**src/rtl/mole_scheduler.sv**
```systemverilog
// mole_scheduler: LFSR-driven multi-light whack-a-mole scheduler.
// Takes the game FSM's start/stop and the gap/on durations. Drives one mole
// LED at a time and reports hit / miss / wrong presses as one-cycle pulses.
// Optional build macro: MOLE_NO_REPEAT_EN. When it is defined, the same light
// is never chosen twice in a row.
module mole_scheduler #(
  parameter int NUM_LIGHTS = 9,
  parameter int CNT_W      = 28,
  parameter int IDX_W      = 4
) (
  input  logic                  CLOCK_50,
  input  logic                  reset,
  input  logic                  start,
  input  logic                  stop,
  input  logic [CNT_W-1:0]      gap_cycles,
  input  logic [CNT_W-1:0]      on_cycles,
  input  logic [15:0]           seed,
  input  logic                  seed_load,
  input  logic [NUM_LIGHTS-1:0] buttons,
  output logic [NUM_LIGHTS-1:0] lights,
  output logic [IDX_W-1:0]      cur_idx,
  output logic                  hit,
  output logic                  miss,
  output logic                  wrong,
  output logic                  busy
);

  localparam logic [15:0] LFSR_INIT = 16'hACE1;

  typedef enum logic [1:0] {IDLE = 2'd0, GAP = 2'd1, SHOW = 2'd2} state_t;

  state_t                state, state_nxt;
  logic [15:0]           lfsr;
  logic [CNT_W-1:0]      counter, counter_nxt;
  logic [CNT_W-1:0]      gap_sh, on_sh;
  logic                  load_sh;
  logic [NUM_LIGHTS-1:0] prev_buttons, press, cur_mask, lights_nxt;
  logic [IDX_W-1:0]      sel_idx, cur_idx_nxt;
  logic                  hit_nxt, miss_nxt, wrong_nxt;
  logic                  cnt_zero, hit_cond, wrong_cond;

  // Raw LFSR bits span at most 2*NUM_LIGHTS-1, so one subtraction folds them.
  function automatic logic [IDX_W-1:0] fold_idx(input logic [IDX_W-1:0] raw);
    if (int'(raw) >= NUM_LIGHTS) return raw - IDX_W'(NUM_LIGHTS);
    else                         return raw;
  endfunction

  function automatic logic [IDX_W-1:0] wrap_inc(input logic [IDX_W-1:0] idx);
    if (int'(idx) == NUM_LIGHTS - 1) return '0;
    else                             return idx + IDX_W'(1);
  endfunction

  function automatic logic [NUM_LIGHTS-1:0] one_hot(input logic [IDX_W-1:0] idx);
    return NUM_LIGHTS'(1) << idx;
  endfunction

  // The counter runs from max(d,1)-1 down to 0, so a zero duration still lasts one cycle.
  function automatic logic [CNT_W-1:0] last_cnt(input logic [CNT_W-1:0] d);
    return (d == '0) ? '0 : d - CNT_W'(1);
  endfunction

  assign press      = buttons & ~prev_buttons;
  assign cur_mask   = one_hot(cur_idx);
  assign cnt_zero   = (counter == '0);
  assign hit_cond   = |(press & cur_mask);
  assign wrong_cond = |(press & ~cur_mask);
  assign busy       = (state != IDLE);

  // Pick the next mole from the LFSR and optionally step it off the previous light.
  always_comb begin
    sel_idx = fold_idx(lfsr[IDX_W-1:0]);
`ifdef MOLE_NO_REPEAT_EN
    if (sel_idx == cur_idx) sel_idx = wrap_inc(sel_idx);
`endif
  end

  // Free-running LFSR. A seed load wins over shifting, and a zero seed would lock up.
  always_ff @(posedge CLOCK_50 or negedge reset) begin
    if (!reset)         lfsr <= LFSR_INIT;
    else if (seed_load) lfsr <= (seed == 16'h0000) ? LFSR_INIT : seed;
    else                lfsr <= {lfsr[14:0], lfsr[15] ^ lfsr[13] ^ lfsr[12] ^ lfsr[10]};
  end

  // State register.
  always_ff @(posedge CLOCK_50 or negedge reset) begin
    if (!reset) state <= IDLE;
    else        state <= state_nxt;
  end

  // Next-state logic. stop overrides everything else.
  always_comb begin
    state_nxt = state;
    if (stop) begin
      state_nxt = IDLE;
    end else begin
      case (state)
        IDLE:    if (start) state_nxt = GAP;
        GAP:     if (cnt_zero) state_nxt = SHOW;
        SHOW:    if (hit_cond || cnt_zero) state_nxt = GAP;
        default: state_nxt = IDLE;
      endcase
    end
  end

  // Next values for the registered outputs and the duration counter.
  always_comb begin
    counter_nxt = counter;
    lights_nxt  = lights;
    cur_idx_nxt = cur_idx;
    hit_nxt     = 1'b0;
    miss_nxt    = 1'b0;
    wrong_nxt   = 1'b0;
    load_sh     = 1'b0;
    if (stop) begin
      lights_nxt = '0;
    end else begin
      case (state)
        IDLE: begin
          lights_nxt = '0;
          if (start) begin
            load_sh     = 1'b1;
            counter_nxt = last_cnt(gap_cycles);
          end
        end
        GAP: begin
          lights_nxt = '0;
          if (cnt_zero) begin
            cur_idx_nxt = sel_idx;
            lights_nxt  = one_hot(sel_idx);
            counter_nxt = last_cnt(on_sh);
          end else begin
            counter_nxt = counter - CNT_W'(1);
          end
        end
        SHOW: begin
          if (hit_cond) begin
            hit_nxt     = 1'b1;
            lights_nxt  = '0;
            counter_nxt = last_cnt(gap_sh);
          end else if (cnt_zero) begin
            miss_nxt    = 1'b1;
            lights_nxt  = '0;
            counter_nxt = last_cnt(gap_sh);
          end else begin
            wrong_nxt   = wrong_cond;
            counter_nxt = counter - CNT_W'(1);
          end
        end
        default: lights_nxt = '0;
      endcase
    end
  end

  // Registered outputs, counter, duration shadows and the button edge history.
  always_ff @(posedge CLOCK_50 or negedge reset) begin
    if (!reset) begin
      lights       <= '0;
      cur_idx      <= '0;
      hit          <= 1'b0;
      miss         <= 1'b0;
      wrong        <= 1'b0;
      counter      <= '0;
      gap_sh       <= '0;
      on_sh        <= '0;
      prev_buttons <= '0;
    end else begin
      lights       <= lights_nxt;
      cur_idx      <= cur_idx_nxt;
      hit          <= hit_nxt;
      miss         <= miss_nxt;
      wrong        <= wrong_nxt;
      counter      <= counter_nxt;
      prev_buttons <= buttons;
      if (load_sh) begin
        gap_sh <= gap_cycles;
        on_sh  <= on_cycles;
      end
    end
  end

endmodule

```
**config.mk**
```make
export PLATFORM = sky130hd
export DESIGN_NAME = mole_scheduler
export DESIGN_NICKNAME = d
export VERILOG_FILES = /design/src/rtl/mole_scheduler.sv
export SDC_FILE = /design/constraint.sdc
export NUM_CORES = 1
export LEC_CHECK = 0
export BUFFER_PORTS_ARGS = -buffer_cell sky130_fd_sc_hd__buf_2
export CAP_MARGIN = 20
export CORE_ASPECT_RATIO = 1.25
export CORE_MARGIN = 8
export CORE_UTILIZATION = 25
export CTS_BUF_LIST = sky130_fd_sc_hd__clkbuf_8
export DETAILED_ROUTE_END_ITERATION = 16
export GPL_TIMING_DRIVEN = 1
export SYNTH_ARGS = -nofsm -noshare
export SYNTH_HDL_FRONTEND = slang
export SYNTH_SLANG_ARGS = --single-unit
```
**constraint.sdc**
```tcl
create_clock -name CLOCK_50 -period 3.85 [get_ports CLOCK_50]
set_clock_uncertainty 0.2 [all_clocks]
set_input_delay 0.9625 -clock CLOCK_50 [delete_from_list [all_inputs] [get_ports CLOCK_50]]
set_output_delay 0.9625 -clock CLOCK_50 [all_outputs]
set_load 0.03 [all_outputs]
```
Word-level counts from Yosys, hierarchy flattened
Cells that the tools add are included.
{"block": "word_totals", "ff_bits": 127, "out_inout_bits": 17, "elab_cells": 84}
{"block": "op_classes", "addsub": 5, "magnitude_cmp": 1, "n_eq_ne": 7, "shifts": 2, "mux": 35, "bitwise_logic": 9, "reduce_logical": 14}
{"op": "$mux W28", "count": 7}
{"op": "$logic_not A28 Y1", "count": 4}
{"op": "$sub A28 B1 Y28 const B", "count": 4}
{"op": "$pmux W28 S3", "count": 1}
{"op": "$mux W9", "count": 4}
{"op": "$mux W16", "count": 2}
{"op": "$and A9 B9 Y9", "count": 3}
{"op": "$not A9 Y9", "count": 2}
{"op": "$pmux W9 S2", "count": 1}
{"op": "$reduce_or A9 Y1", "count": 2}
{"op": "$shl A1 B4 Y9 const A", "count": 2}
{"op": "$logic_not A16 Y1", "count": 1}
{"op": "$mux W1", "count": 14}
{"op": "$ne A3 B3 Y1 const B", "count": 3}
{"op": "$reduce_and A3 Y1", "count": 3}
{"op": "$mux W2", "count": 4}
{"op": "$pmux W2 S3", "count": 1}
{"op": "$ge A4 B4 Y1 const B", "count": 1}
{"op": "$mux W4", "count": 1}
{"op": "$ne A4 B4 Y1 const B", "count": 1}
{"op": "$sub A4 B4 Y4 const B", "count": 1}
{"op": "$reduce_bool A3 Y1", "count": 1}
{"op": "$xor A1 B1 Y1", "count": 3}
{"op": "$eq A2 B1 Y1 const B", "count": 1}
{"op": "other kinds (6)", "count": 6}

Logic depth before layout (Yosys ltp)
Gate-level depths: netlist of the first run.
{"block": "depth", "ltp_word": 8, "depth_mapped": 12, "mapped_depth_nobuf": 9}

Least setup slack after synthesis of the first run
No wires, ideal clock.
{"block": "synth_timing", "path_kind": "input to register", "startpoint": "in gap_cycles[17]", "endpoint": "reg counter[18]", "setup_ns": 0.124, "t_arrival_ns": 2.926, "t_required_ns": 3.526, "slack_ns": 0.600, "cell_stages": 7, "path_buffers": 0, "cell_sequence": "or4_1 > nor4b_2 > a41oi_1 > nand2_1 > a2bb2oi_1 > o31ai_1 > o21bai_1"}
{"block": "synth_between", "elab_chain_len": 4, "word_cells_on_any_way": 5}
{"item": "start: declaration", "line_no": "15", "source": "input logic [CNT_W-1:0] gap_cycles,"}
{"item": "$sub A28 B1 Y28 or $logic_not A28 Y1 (tied branches)", "line_no": "59", "source": "return (d == '0) ? '0 : d - CNT_W'(1);"}
{"item": "$mux W28 (*)", "line_no": "59"}
{"item": "$mux W28 (*)", "line_no": "120", "source": "if (start) begin"}
{"item": "$pmux W28 S3 (*)", "line_no": "117", "source": "case (state)"}
{"item": "end signal: assignment", "line_no": "172", "source": "counter <= counter_nxt;"}
{"item": "end: declaration", "line_no": "34", "source": "logic [CNT_W-1:0] counter, counter_nxt;"}
Every way passes the cells marked *; elsewhere a longest branch is shown, timed or not. The select of a mux whose other input is x is not followed.
A chain may end at the register's enable or synchronous reset.

Worst setup path after layout of the first run
{"block": "layout_timing", "startpoint": "reg gap_sh[0]", "endpoint": "reg counter[18]"}
{"block": "layout_between", "elab_chain_len": 5, "word_cells_on_any_way": 6}
{"item": "start: declaration", "line_no": "35", "source": "logic [CNT_W-1:0] gap_sh, on_sh;"}
{"item": "start signal: assignment", "line_no": "175", "source": "gap_sh <= gap_cycles;"}
{"item": "$sub A28 B1 Y28 or $logic_not A28 Y1 (tied branches)", "line_no": "59"}
{"item": "$mux W28 (*)", "line_no": "59"}
{"item": "$mux W28", "line_no": "140", "source": "end else if (cnt_zero) begin"}
{"item": "$mux W28 (*)", "line_no": "136", "source": "if (hit_cond) begin"}
{"item": "$pmux W28 S3 (*)", "line_no": "117"}
Every way passes the cells marked *; elsewhere a longest branch is shown, timed or not.

==> results by group, run 1 <==
Floorplanning
  • IO Count: between 100 and 150
  • Core area: about 32000 µm²
  • Initial cell density of the core: 25.35%
  • Num rows: 73
  • Die width: 176.6 µm
  • Die area: 38270 µm²
  • Chip height: between 200 and 250 µm

Worst setup path
  • CP Capture Type: flip-flop
  • Critical path fanouts, max: 6
  • CP max stage cell: or4_1
  • R2R Path End: counter[18]
  • Critical path class: flip-flop to flip-flop
  • Required @ worst endpoint: about 4000 ps
  • CP Launch Point: gap_sh[0]
  • Startpoint Class: flip-flop
  • CP most frequent cell: o21ai_0
  • Worst Path Arrival: about 3600 ps
  • Crit path largest cell delay: between 600 and 700 ps
  • R2r setup slk: between 400 and 500 ps
  • Worst reg2reg startpoint: gap_sh[0]
  • Worst setup endpoint: counter[18]
  • Crit-path cells: inv_1 > ha_1 > or4b_2 > or4_1 > o21ai_0 > a21oi_1 > o21ai_0 > a21boi_0 > o21bai_1
  • Reg2reg path depth: 9

Global route
  • Initial antenna violation count: 1
  • GR Overflow Total: 0
  • Largest net degree at the start of global routing: 58
  • First-pass GRT wire length: 40.31 mm
  • GRT Total Usage: 13.34%
  • Vias in the first global route: just over 7000

Yosys
  • Post-synth top area cell: dfrtp_1
  • Synth unique cells: between 70 and 80
  • Mapped Area: 8059 µm²
  • Ys async rst share: 100.0%
  • XOR/XNOR Fraction of Synth Area: approximately a tenth
  • EDFF count, synth: 0
  • Synth Area in Simple Gates: 21.01%
  • Synth Instances: roughly 840
  • Synthesized area per cell: between 9 and 10 µm²
  • Synth Area in Compound Gates: approximately 15%
  • Largest family of logic cells by synthesized area: simple AND/OR/NAND/NOR gates
  • Mux contribution to synthesized area: 9.160%
  • Synth Warn #: 0
  • Syn Nets: 942
  • Yosys reg bits: roughly 130
  • Sequential-to-total area share from yosys stat: around two fifths
  • Share of the synthesized area in the top cell type: roughly 37%
  • Main synth FF type: dfrtp_1
  • Synth top area cells: dfrtp_1, mux2_2, xnor2_1
  • Area share of fa/ha/maj cells after synthesis: between 2 and 2.5%

Run
  • Max-cap violations: 0

Drt
  • Drt via density: roughly 5.1
  • Vias: 7077
  • Detailed Routing Iterations Pass 1: 5
  • Routed length per instance: around 18 µm
  • Residual DRC: 0
  • Initial DRC count: 499
  • Final ANT Viol Nets: 0
  • Final wirelength: 25.27 mm

Timing
  • Hold Violations, Final: 0
  • Relative slew slack: a little under half
  • Min cycle time layout: 3449 ps
  • Final TNS setup: 0 ps
  • Slew Limit Fails: 0
  • Fmax: between 200 and 300 MHz
  • Period utilization: approximately 90%
  • Unrepaired setup endpoints after global routing: false
  • Worst-Margin Slew: ~800 ps
  • Final setup fails: 0

Clock tree
  • Worst skew pair latency: 480 ps
  • Inserted Clock Buffers: 17
  • Hold Buf Count CTS: 0
  • Clk root buf: clkbuf_8
  • Htree depth: 4
  • CTS Sinks: 127
  • CTS tree: done
  • Clock buffer depth: 2
  • Post-CTS sizing: 0
  • Clock slew seen by the registers of the worst setup and hold paths: 90 ps
  • Post-CTS setup buffer count: 0

Layout
  • Fillers: ~3400
  • Nets@finish: approximately 1100
  • P&R area growth vs syn: 18.12%
  • Commonest non-fill, non-tap cell in the layout: dfrtp_1
  • Antenna cell count: 0
  • Final instance area: approximately 9500 µm²
  • Final Util: about 30%
  • Fraction of layout cells with a size suffix above 1: roughly a quarter
  • Most frequent cells in the layout: dfrtp_1, buf_2, mux2_2

Power and ir drop
  • Pwr dens: 608.0 nW/µm²
  • Psw: ~2400 µW
  • Leakage: between 0.003 and 0.004 µW
  • Comb pwr share: 39.2%
  • Clock Power Share: between 10% and 20%
  • Int Pwr: around 3300 µW
  • Switching Share: a little over two fifths
  • Peak supply drop: 0.0002813 V
  • Sequential Power Share: 42.4%

Outcome
  • Status: completed

Place
  • DP Area: slightly above 9000 µm²
  • GPL Wtd Cong: just over 0.9
  • Buffers on Ports: between 100 and 150
  • DPL Wire Length: ~20 mm

Hold path
  • Worst Hold Class: flip-flop to flip-flop
## cells in the mapped netlist (12+ instances only)
library cell	n
nor2_1	59
nor3_1	47
or3_1	13
xnor2_1	57
clkbuf_1	28
inv_1	21
a21oi_1	37
xor2_1	40
nand3_1	16
o22ai_1	20
nand2_1	44
o21ai_0	47
nor3b_1	12
mux2_2	62
dfrtp_1	119
ha_1	14
or4_1	14
nor4_1	32
## worst min-delay path by stage
stage                   from  endpoint  slack [ps]  depth (start not counted)
floorplan            lfsr[9]  lfsr[10]         250                          1
global placement    lfsr[14]  lfsr[15]         260                          1
detailed placement   lfsr[9]  lfsr[10]         260                          1
CTS                    reset   lfsr[8]         270                          1
global route         lfsr[9]  lfsr[10]         280                          1
finish               lfsr[9]  lfsr[10]         270                          1
## cell families (layout without fill, tap and decap cells)
logic type | after synthesis | count (layout)
simple gates | 298 | 298
compound gates | 180 | 180
flops | 127 | 127
xor+xnor | 97 | 97
mux | 66 | 66
buf+inv | 60 | 186
fa+ha+maj | 14 | 14
## cell type report
class                   count  area [µm²]  area share, %
clock buffers              19       261.5          2.747
clock inverters            13       92.59         0.9727
inverters                  21       78.83         0.8281
multi-input cells         655        4624          48.58
flip-flops and latches    127        3188          33.49
well taps                 412       515.5          5.415
repair buffers            133       758.2          7.965
## critical path, delay by kind of cell (launching register included)
kind / cells / cell delay [ps]
fa+ha+maj: 1 / 250
buf+inv: 1 / 100
flops: 1 / 440
simple gates: 2 / 1330
compound gates: 5 / 1000
## state kept, by name, indices dropped and copies added, names as in the netlist
signal,count
lights,9
counter,28
lfsr,16
on_sh,28
prev_buttons,9
state,2
gap_sh,28
miss,1
hit,1
wrong,1
cur_idx,4
## through the flow
step	setup slack [ps]	hold slack (ps)	instances	power, µW
2_1_floorplan	599.8	249.7	842	3904
3_3_place_gp	342.1	258.6	1348	4699
3_5_place_dp	321.7	260.8	1348	4721
4_1_cts	435.6	274.5	1380	5802
5_1_grt	203.7	284.4	1380	6175
6_report	401.3	274.6	1380	5788
## per-layer routing
layer / track usage (%) / routed length, µm / up-vias
li1: - / - / 3346
met1: 15.37 / 10030 / 3442
met2: 23.42 / 13140 / 238
met3: 2.512 / 1170 / 49
met4: 6.287 / 925 / 2
met5: 0 / 10 / -
## power by group through the flow
| stage | Sequential (µW) | Clock, µW | Combinational [µW] |
|---|---|---|---|
| finish | 2450 | 1060 | 2270 |
| global route | 2530 | 1160 | 2490 |
| CTS | 2440 | 1100 | 2260 |
| detailed placement | 2470 | 0 | 2250 |
| global placement | 2440 | 0 | 2260 |
| floorplan | 2270 | 0 | 1640 |
Power figures use the tool's default switching activity.
==> run 2, diff against run 1 <==
==> constraint.sdc (replaced) <==
create_clock -name CLOCK_50 -period 3.7 [get_ports CLOCK_50]
set_clock_uncertainty 0.2 [all_clocks]
set_input_delay 0.925 -clock CLOCK_50 [delete_from_list [all_inputs] [get_ports CLOCK_50]]
set_output_delay 0.925 -clock CLOCK_50 [all_outputs]
set_load 0.03 [all_outputs]
==> run 2 against run 1 <==
  * Power is 8.6% higher
  * Largest power group unchanged
  * Sequential share of layout area fell by 0.53 points
  * Global-route usage about the same
  * Core utilization up 0.48 points
  * Hold slack improved by 8.2 ps
  * Largest cell class unchanged
  * Flip-flop and latch count stayed put
  * Clock power increased by 25%
==> results by group, run 2 (synthesized netlist as in run 1, its figures left out) <==
Worst setup path
  • Crit-path cells: inv_1 > ha_1 > or4b_2 > or4_1 > o21ai_0 > a21oi_1 > o21ai_0 > a21boi_1 > o21bai_1 (was inv_1 > ha_1 > or4b_2 > or4_1 > o21ai_0 > a21oi_1 > o21ai_0 > a21boi_0 > o21bai_1)
  • Reg2reg path depth: 9 (unchanged)
  • Required @ worst endpoint: 3870 ps (was 4010 ps)
  • Worst reg2reg startpoint: gap_sh[0] (unchanged)
  • Crit path largest cell delay: 680 ps (was 690 ps)
  • CP delay by family, top: simple AND/OR/NAND/NOR gates (unchanged)
  • CP max stage cell: or4_1 (unchanged)
  • Startpoint Class: flip-flop (unchanged)
  • R2r setup slk: 150 ps (was 400 ps)
  • Critical path fanouts, max: 6 (unchanged)
  • Crit path buffers/inverters: 1 (unchanged)
  • CP Capture Type: flip-flop (unchanged)
  • CP most frequent cell: o21ai_0 (unchanged)
  • R2R Path End: counter[18] (unchanged)
  • Worst Path Arrival: 3720 ps (was 3610 ps)
  • Critical path class: flip-flop to flip-flop (unchanged)

Global route
  • Vias in the first global route: 7174 (was 7186)
  • GR Overflow Total: 0 (unchanged)
  • GRT Total Usage: 13.36% (was 13.34%)
  • Largest net degree at the start of global routing: 55 (was 58)
  • First-pass GRT wire length: 40.03 mm (was 40.31 mm)
  • Initial antenna violation count: 0 (was 1)

Timing
  • Unrepaired setup endpoints after global routing: false (unchanged)
  • Hold Violations, Final: 0 (unchanged)
  • Final TNS setup: 0 ps (unchanged)
  • Relative slew slack: 45.40% (was 45.26%)
  • Worst-Margin Slew: 817.1 ps (was 813.7 ps)
  • Hold Slack: 282.8 ps (was 274.6 ps)
  • Slew Limit Fails: 0 (unchanged)
  • Fmax: 281.8 MHz (was 290.0 MHz)
  • Worst Slack Setup Final: 151.8 ps (was 401.3 ps)
  • Min cycle time layout: 3548 ps (was 3449 ps)
  • Period utilization: 95.90% (was 89.58%)
  • Final setup fails: 0 (unchanged)

Clock tree
  • Hold Buf Count CTS: 0 (unchanged)
  • Clock buffer depth: 2 (unchanged)
  • CTS Sinks: 127 (unchanged)
  • Worst skew pair latency: 480 ps (about the same)
  • CTS tree: done (unchanged)
  • Clk root buf: clkbuf_8 (unchanged)
  • Inserted Clock Buffers: 17 (unchanged)
  • Clock slew seen by the registers of the worst setup and hold paths: 80 ps (was 90 ps)
  • Htree depth: 4 (unchanged)

Hold path
  • Hold_sp: lfsr[8] (was lfsr[9])
  • Worst Hold Class: flip-flop to flip-flop (unchanged)
  • Hold Path End: lfsr[9] (was lfsr[10])
  • Worst hold path depth: 1 (unchanged)

Place
  • Buffers on Ports: 102 (unchanged)
  • DP Area: 9243 µm² (was 9165 µm²)
  • DP Worst Slack: 139.4 ps (was 321.7 ps)
  • GPL Wtd Cong: 0.9121 (was 0.9074)
  • DPL Wire Length: 19.77 mm (was 19.72 mm)

Drt
  • Drt via density: 5.147 (was 5.128)
  • Detailed Routing Iterations Pass 1: 7 (was 5)
  • Final ANT Viol Nets: 0 (unchanged)
  • Residual DRC: 0 (unchanged)
  • Final wirelength: 25.46 mm (was 25.27 mm)
  • Initial DRC count: 489 (was 499)
  • Vias: 7139 (was 7077)
  • Routed length per instance: 18.36 µm (was 18.31 µm)

Layout
  • Largest regs: counter (28), gap_sh (28), on_sh (28) (unchanged)
  • Final Util: 30.43% (was 29.95%)
  • P&R area growth vs syn: 20.03% (was 18.12%)
  • Final instance area: 9673 µm² (was 9519 µm²)
  • Nets@finish: 1062 (was 1055)
  • Most frequent cells in the layout: dfrtp_1, buf_2, mux2_2 (unchanged)
  • Commonest non-fill, non-tap cell in the layout: dfrtp_1 (unchanged)
  • Fraction of layout cells with a size suffix above 1: 26.56% (was 26.24%)
  • Antenna cell count: 0 (unchanged)

Power and ir drop
  • Peak supply drop: 0.0004070 V (was 0.0002813 V)
  • Clock Power Share: 21.2% (was 18.4%)
  • Switching Share: 40.39% (was 42.12%)
  • Comb pwr share: 38.2% (was 39.2%)
  • Leakage: 0.003766 µW (was 0.003687 µW)
  • Pwr dens: 649.8 nW/µm² (was 608.0 nW/µm²)
  • Psw: 2539 µW (was 2438 µW)
  • Sequential Power Share: 40.6% (was 42.4%)
  • Int Pwr: 3747 µW (was 3350 µW)

Floorplanning
  • Die width: 176.6 µm (unchanged)
  • Chip height: 216.7 µm (unchanged)
  • IO Count: 103 (unchanged)
  • Initial cell density of the core: 25.35% (unchanged)
  • Die area: 38270 µm² (unchanged)
  • Core area: 31790 µm² (unchanged)
  • Num rows: 73 (unchanged)

Run
  • Max-cap violations: 0 (unchanged)

Outcome
  • Status: completed (unchanged)
-- run 2: power by group through the flow --
stage / Combinational [µW] / Clock (µW) / Sequential (µW)
after global routing: 2630 / 1430 / 2640
final: 2400 / 1330 / 2550
after detailed placement: 2370 / 0 / 2570
after CTS: 2380 / 1370 / 2550
after floorplan: 1700 / 0 / 2360
after global placement: 2370 / 0 / 2550
-- run 2: per-layer routing --
| metal | GRT usage, % | share of wire [%] | vias up |
|---|---|---|---|
| met5 | 0 | 0 | - |
| met4 | 7.241 | 4.5 | 0 |
| met3 | 2.304 | 4.4 | 66 |
| met2 | 23.33 | 52 | 245 |
| met1 | 15.28 | 40 | 3449 |
| li1 | - | - | 3379 |
-- run 2: area by class of cell --
cell class,instances,area (µm²)
clock buffers,17,234.0
well taps,412,515.5
multi-input cells,655,4624
clock inverters,15,196.4
fillers,3350,22110
flip-flops and latches,127,3188
repair buffers,140,835.8
inverters,21,78.83
-- run 2: per-stage QoR --
stage | std cells | total power (µW)
finish | 1387 | 6285
global placement | 1355 | 4919
CTS | 1387 | 6300
global route | 1387 | 6693
floorplan | 842 | 4062
detailed placement | 1355 | 4935
-- run 2: worst max-delay path by stage --
| stage | to | slack, ps | cells after the start | startpoint |
|---|---|---|---|---|
| finish | counter[18] | 150 | 9 | gap_sh[0] |
| global route | counter[18] | 60 | 9 | gap_sh[0] |
| CTS | counter[18] | 180 | 9 | gap_sh[0] |
| detailed placement | counter[16] | 140 | 10 | buttons[1] |
| global placement | counter[16] | 140 | 10 | buttons[1] |
| floorplan | counter[18] | 490 | 7 | gap_cycles[17] |
-- run 2: what timing repair did --
action                                 4_1_cts  5_1_grt
buffers inserted                             0        0
endpoints found under the hold margin        0        0
gates resized for setup                      0        1
setup endpoints to repair                    0        1
==> run 3, diff against run 2 <==
--- a/config.mk
+++ b/config.mk
@@ -13,6 +13,7 @@
 export CTS_BUF_LIST = sky130_fd_sc_hd__clkbuf_8
 export DETAILED_ROUTE_END_ITERATION = 16
 export GPL_TIMING_DRIVEN = 1
+export PLACE_DENSITY = 0.38
 export SYNTH_ARGS = -nofsm -noshare
 export SYNTH_HDL_FRONTEND = slang
 export SYNTH_SLANG_ARGS = --single-unit
==> run 3 against run 2 <==
  * Hold slack got worse by 57 ps
  * Die area unchanged
  * Count of clock-buffer cells in the layout unchanged
  * Fmax increased by 3.0%
  * Sequential power about the same
  * Combinational power about the same
  * Sequential share of layout area increased by 0.15 points
  * Non-clock buffer count increased by 2
  * Power decreased by 2.1%
  * Flip-flop and latch count unchanged
  * Clock power decreased by 11%
  * Critical path depth decreased by 1
  * Largest power group unchanged
==> results by group, run 3 (synthesized netlist as in run 1, its figures left out) <==
Place
  • Inst Count DP: 1357 (was 1355)
  • DPL Wire Length: 21.94 mm (was 19.77 mm)
  • Buffers on Ports: 102 (unchanged)
  • GPL Wtd Cong: 0.8219 (was 0.9121)

Drt
  • Routed length per instance: 20.47 µm (was 18.36 µm)
  • Residual DRC: 0 (unchanged)
  • Detailed Routing Iterations Pass 1: 5 (was 7)
  • Vias: 6949 (was 7139)
  • Drt via density: 5.003 (was 5.147)
  • Final wirelength: 28.43 mm (was 25.46 mm)
  • Initial DRC count: 444 (was 489)
  • Final ANT Viol Nets: 0 (unchanged)

Layout
  • Fillers: 3462 (was 3350)
  • Largest regs: counter (28), gap_sh (28), on_sh (28) (unchanged)
  • Most frequent cells in the layout: dfrtp_1, buf_2, mux2_2 (unchanged)
  • Antenna cell count: 0 (unchanged)
  • Fin cells: 1389 (was 1387)
  • Nets@finish: 1064 (was 1062)
  • Fraction of layout cells with a size suffix above 1: 26.51% (was 26.56%)
  • P&R area growth vs syn: 19.48% (was 20.03%)
  • Final Util: 30.29% (was 30.43%)
  • Commonest non-fill, non-tap cell in the layout: dfrtp_1 (unchanged)

Power and ir drop
  • Overall power: 6150 µW (was 6285 µW)
  • Leakage: 0.003751 µW (was 0.003766 µW)
  • Pwr dens: 638.7 nW/µm² (was 649.8 nW/µm²)
  • Peak supply drop: 0.0002638 V (was 0.0004070 V)

Clock tree
  • Htree depth: 4 (unchanged)
  • Clk root buf: clkbuf_8 (unchanged)
  • Clock buffer depth: 2 (unchanged)
  • CTS Sinks: 127 (unchanged)
  • Inserted Clock Buffers: 17 (unchanged)
  • CTS tree: done (unchanged)
  • Hold Buf Count CTS: 0 (unchanged)
  • Post-CTS setup buffer count: 0 (unchanged)
  • Worst skew pair latency: 460 ps (was 480 ps)
  • Post-CTS sizing: 0 (unchanged)
  • Clock slew seen by the registers of the worst setup and hold paths: 90 ps (was 80 ps)

Timing
  • Period utilization: 93.08% (was 95.90%)
  • Relative slew slack: 49.92% (was 45.40%)
  • Fmax: 290.4 MHz (was 281.8 MHz)
  • Final setup fails: 0 (unchanged)
  • Min cycle time layout: 3444 ps (was 3548 ps)
  • Final TNS setup: 0 ps (unchanged)
  • Unrepaired setup endpoints after global routing: false (unchanged)
  • Hold Violations, Final: 0 (unchanged)
  • Slew Limit Fails: 0 (unchanged)
  • Worst-Margin Slew: 743.4 ps (was 817.1 ps)

Floorplanning
  • Die area: 38270 µm² (unchanged)
  • Num rows: 73 (unchanged)
  • Chip height: 216.7 µm (unchanged)
  • Core area: 31790 µm² (unchanged)
  • Initial cell density of the core: 25.35% (unchanged)
  • IO Count: 103 (unchanged)
  • Die width: 176.6 µm (unchanged)

Worst setup path
  • CP Capture Type: flip-flop (unchanged)
  • CP Launch Point: on_sh[20] (was gap_sh[0])
  • Critical path class: flip-flop to flip-flop (unchanged)
  • Required @ worst endpoint: 3850 ps (was 3870 ps)
  • Critical path fanouts, max: 17 (was 6)
  • Startpoint Class: flip-flop (unchanged)
  • Worst reg2reg startpoint: on_sh[20] (was gap_sh[0])
  • Worst Path Arrival: 3590 ps (was 3720 ps)
  • R2r setup slk: 260 ps (was 150 ps)
  • Reg2reg path depth: 8 (was 9)

Global route
  • Largest net degree at the start of global routing: 59 (was 55)
  • Vias in the first global route: 7261 (was 7174)
  • GR Overflow Total: 0 (unchanged)
  • Initial antenna violation count: 0 (unchanged)
  • First-pass GRT wire length: 44.33 mm (was 40.03 mm)
  • GRT Total Usage: 15.00% (was 13.36%)

Hold path
  • Worst Hold Class: primary input to async pin (was flip-flop to flip-flop)

Run
  • Max-cap violations: 0 (unchanged)

Outcome
  • Status: completed (unchanged)
[run 3: final timing paths]
kind                                     to
worst max-delay path            counter[25]
worst min-delay path                lfsr[3]
worst max register to register  counter[25]
worst min register to register     lfsr[10]
max in group asynchronous       counter[12]
min in group CLOCK_50              lfsr[10]
[run 3: layout make-up]
type / count / area [µm²] / area share [%]
clock buffer: 17 / 234.0 / 2.430
clock inverter: 15 / 133.9 / 1.390
timing repair buffer: 142 / 854.6 / 8.875
multi-input combinational: 655 / 4624 / 48.02
inverter: 21 / 78.83 / 0.8186
sequential: 127 / 3188 / 33.11
tap: 412 / 515.5 / 5.353
[run 3: report_power, final]
| part | internal (µW) | switching [µW] | leakage, µW | total (µW) |
|---|---|---|---|---|
| Combinational | 1130 | 1290 | 0.00204 | 2420 |
| Sequential | 1880 | 664 | 0.00152 | 2540 |
| Clock | 583 | 603 | 0.000192 | 1190 |
[run 3: stage by stage]
| stage | hold slack, ps | worst slack, ps | cell area [µm²] |
|---|---|---|---|
| floorplan | 249.7 | 487.3 | 8059 |
| global placement | 255.6 | 271.5 | 9261 |
| detailed placement | 269.4 | 233.3 | 9261 |
| CTS | 222.9 | 234.1 | 9629 |
| global route | 239.8 | 42.90 | 9629 |
| finish | 225.3 | 256.1 | 9629 |
[run 3: worst max-delay path: stages (launching register included)]
cell and delay, ps:
dfrtp_1 450, or4_1 580, or4_1 490, or4_4 570, nand3_2 340, buf_4 230
o22ai_1 100, a221oi_1 310, nor2_1 80
[run 3: per-layer routing]
metal | GRT usage, % | wire, µm
met5 | 0 | 0
met4 | 5.052 | 638
met3 | 2.685 | 960
met2 | 24.53 | 13700
met1 | 19.64 | 13140
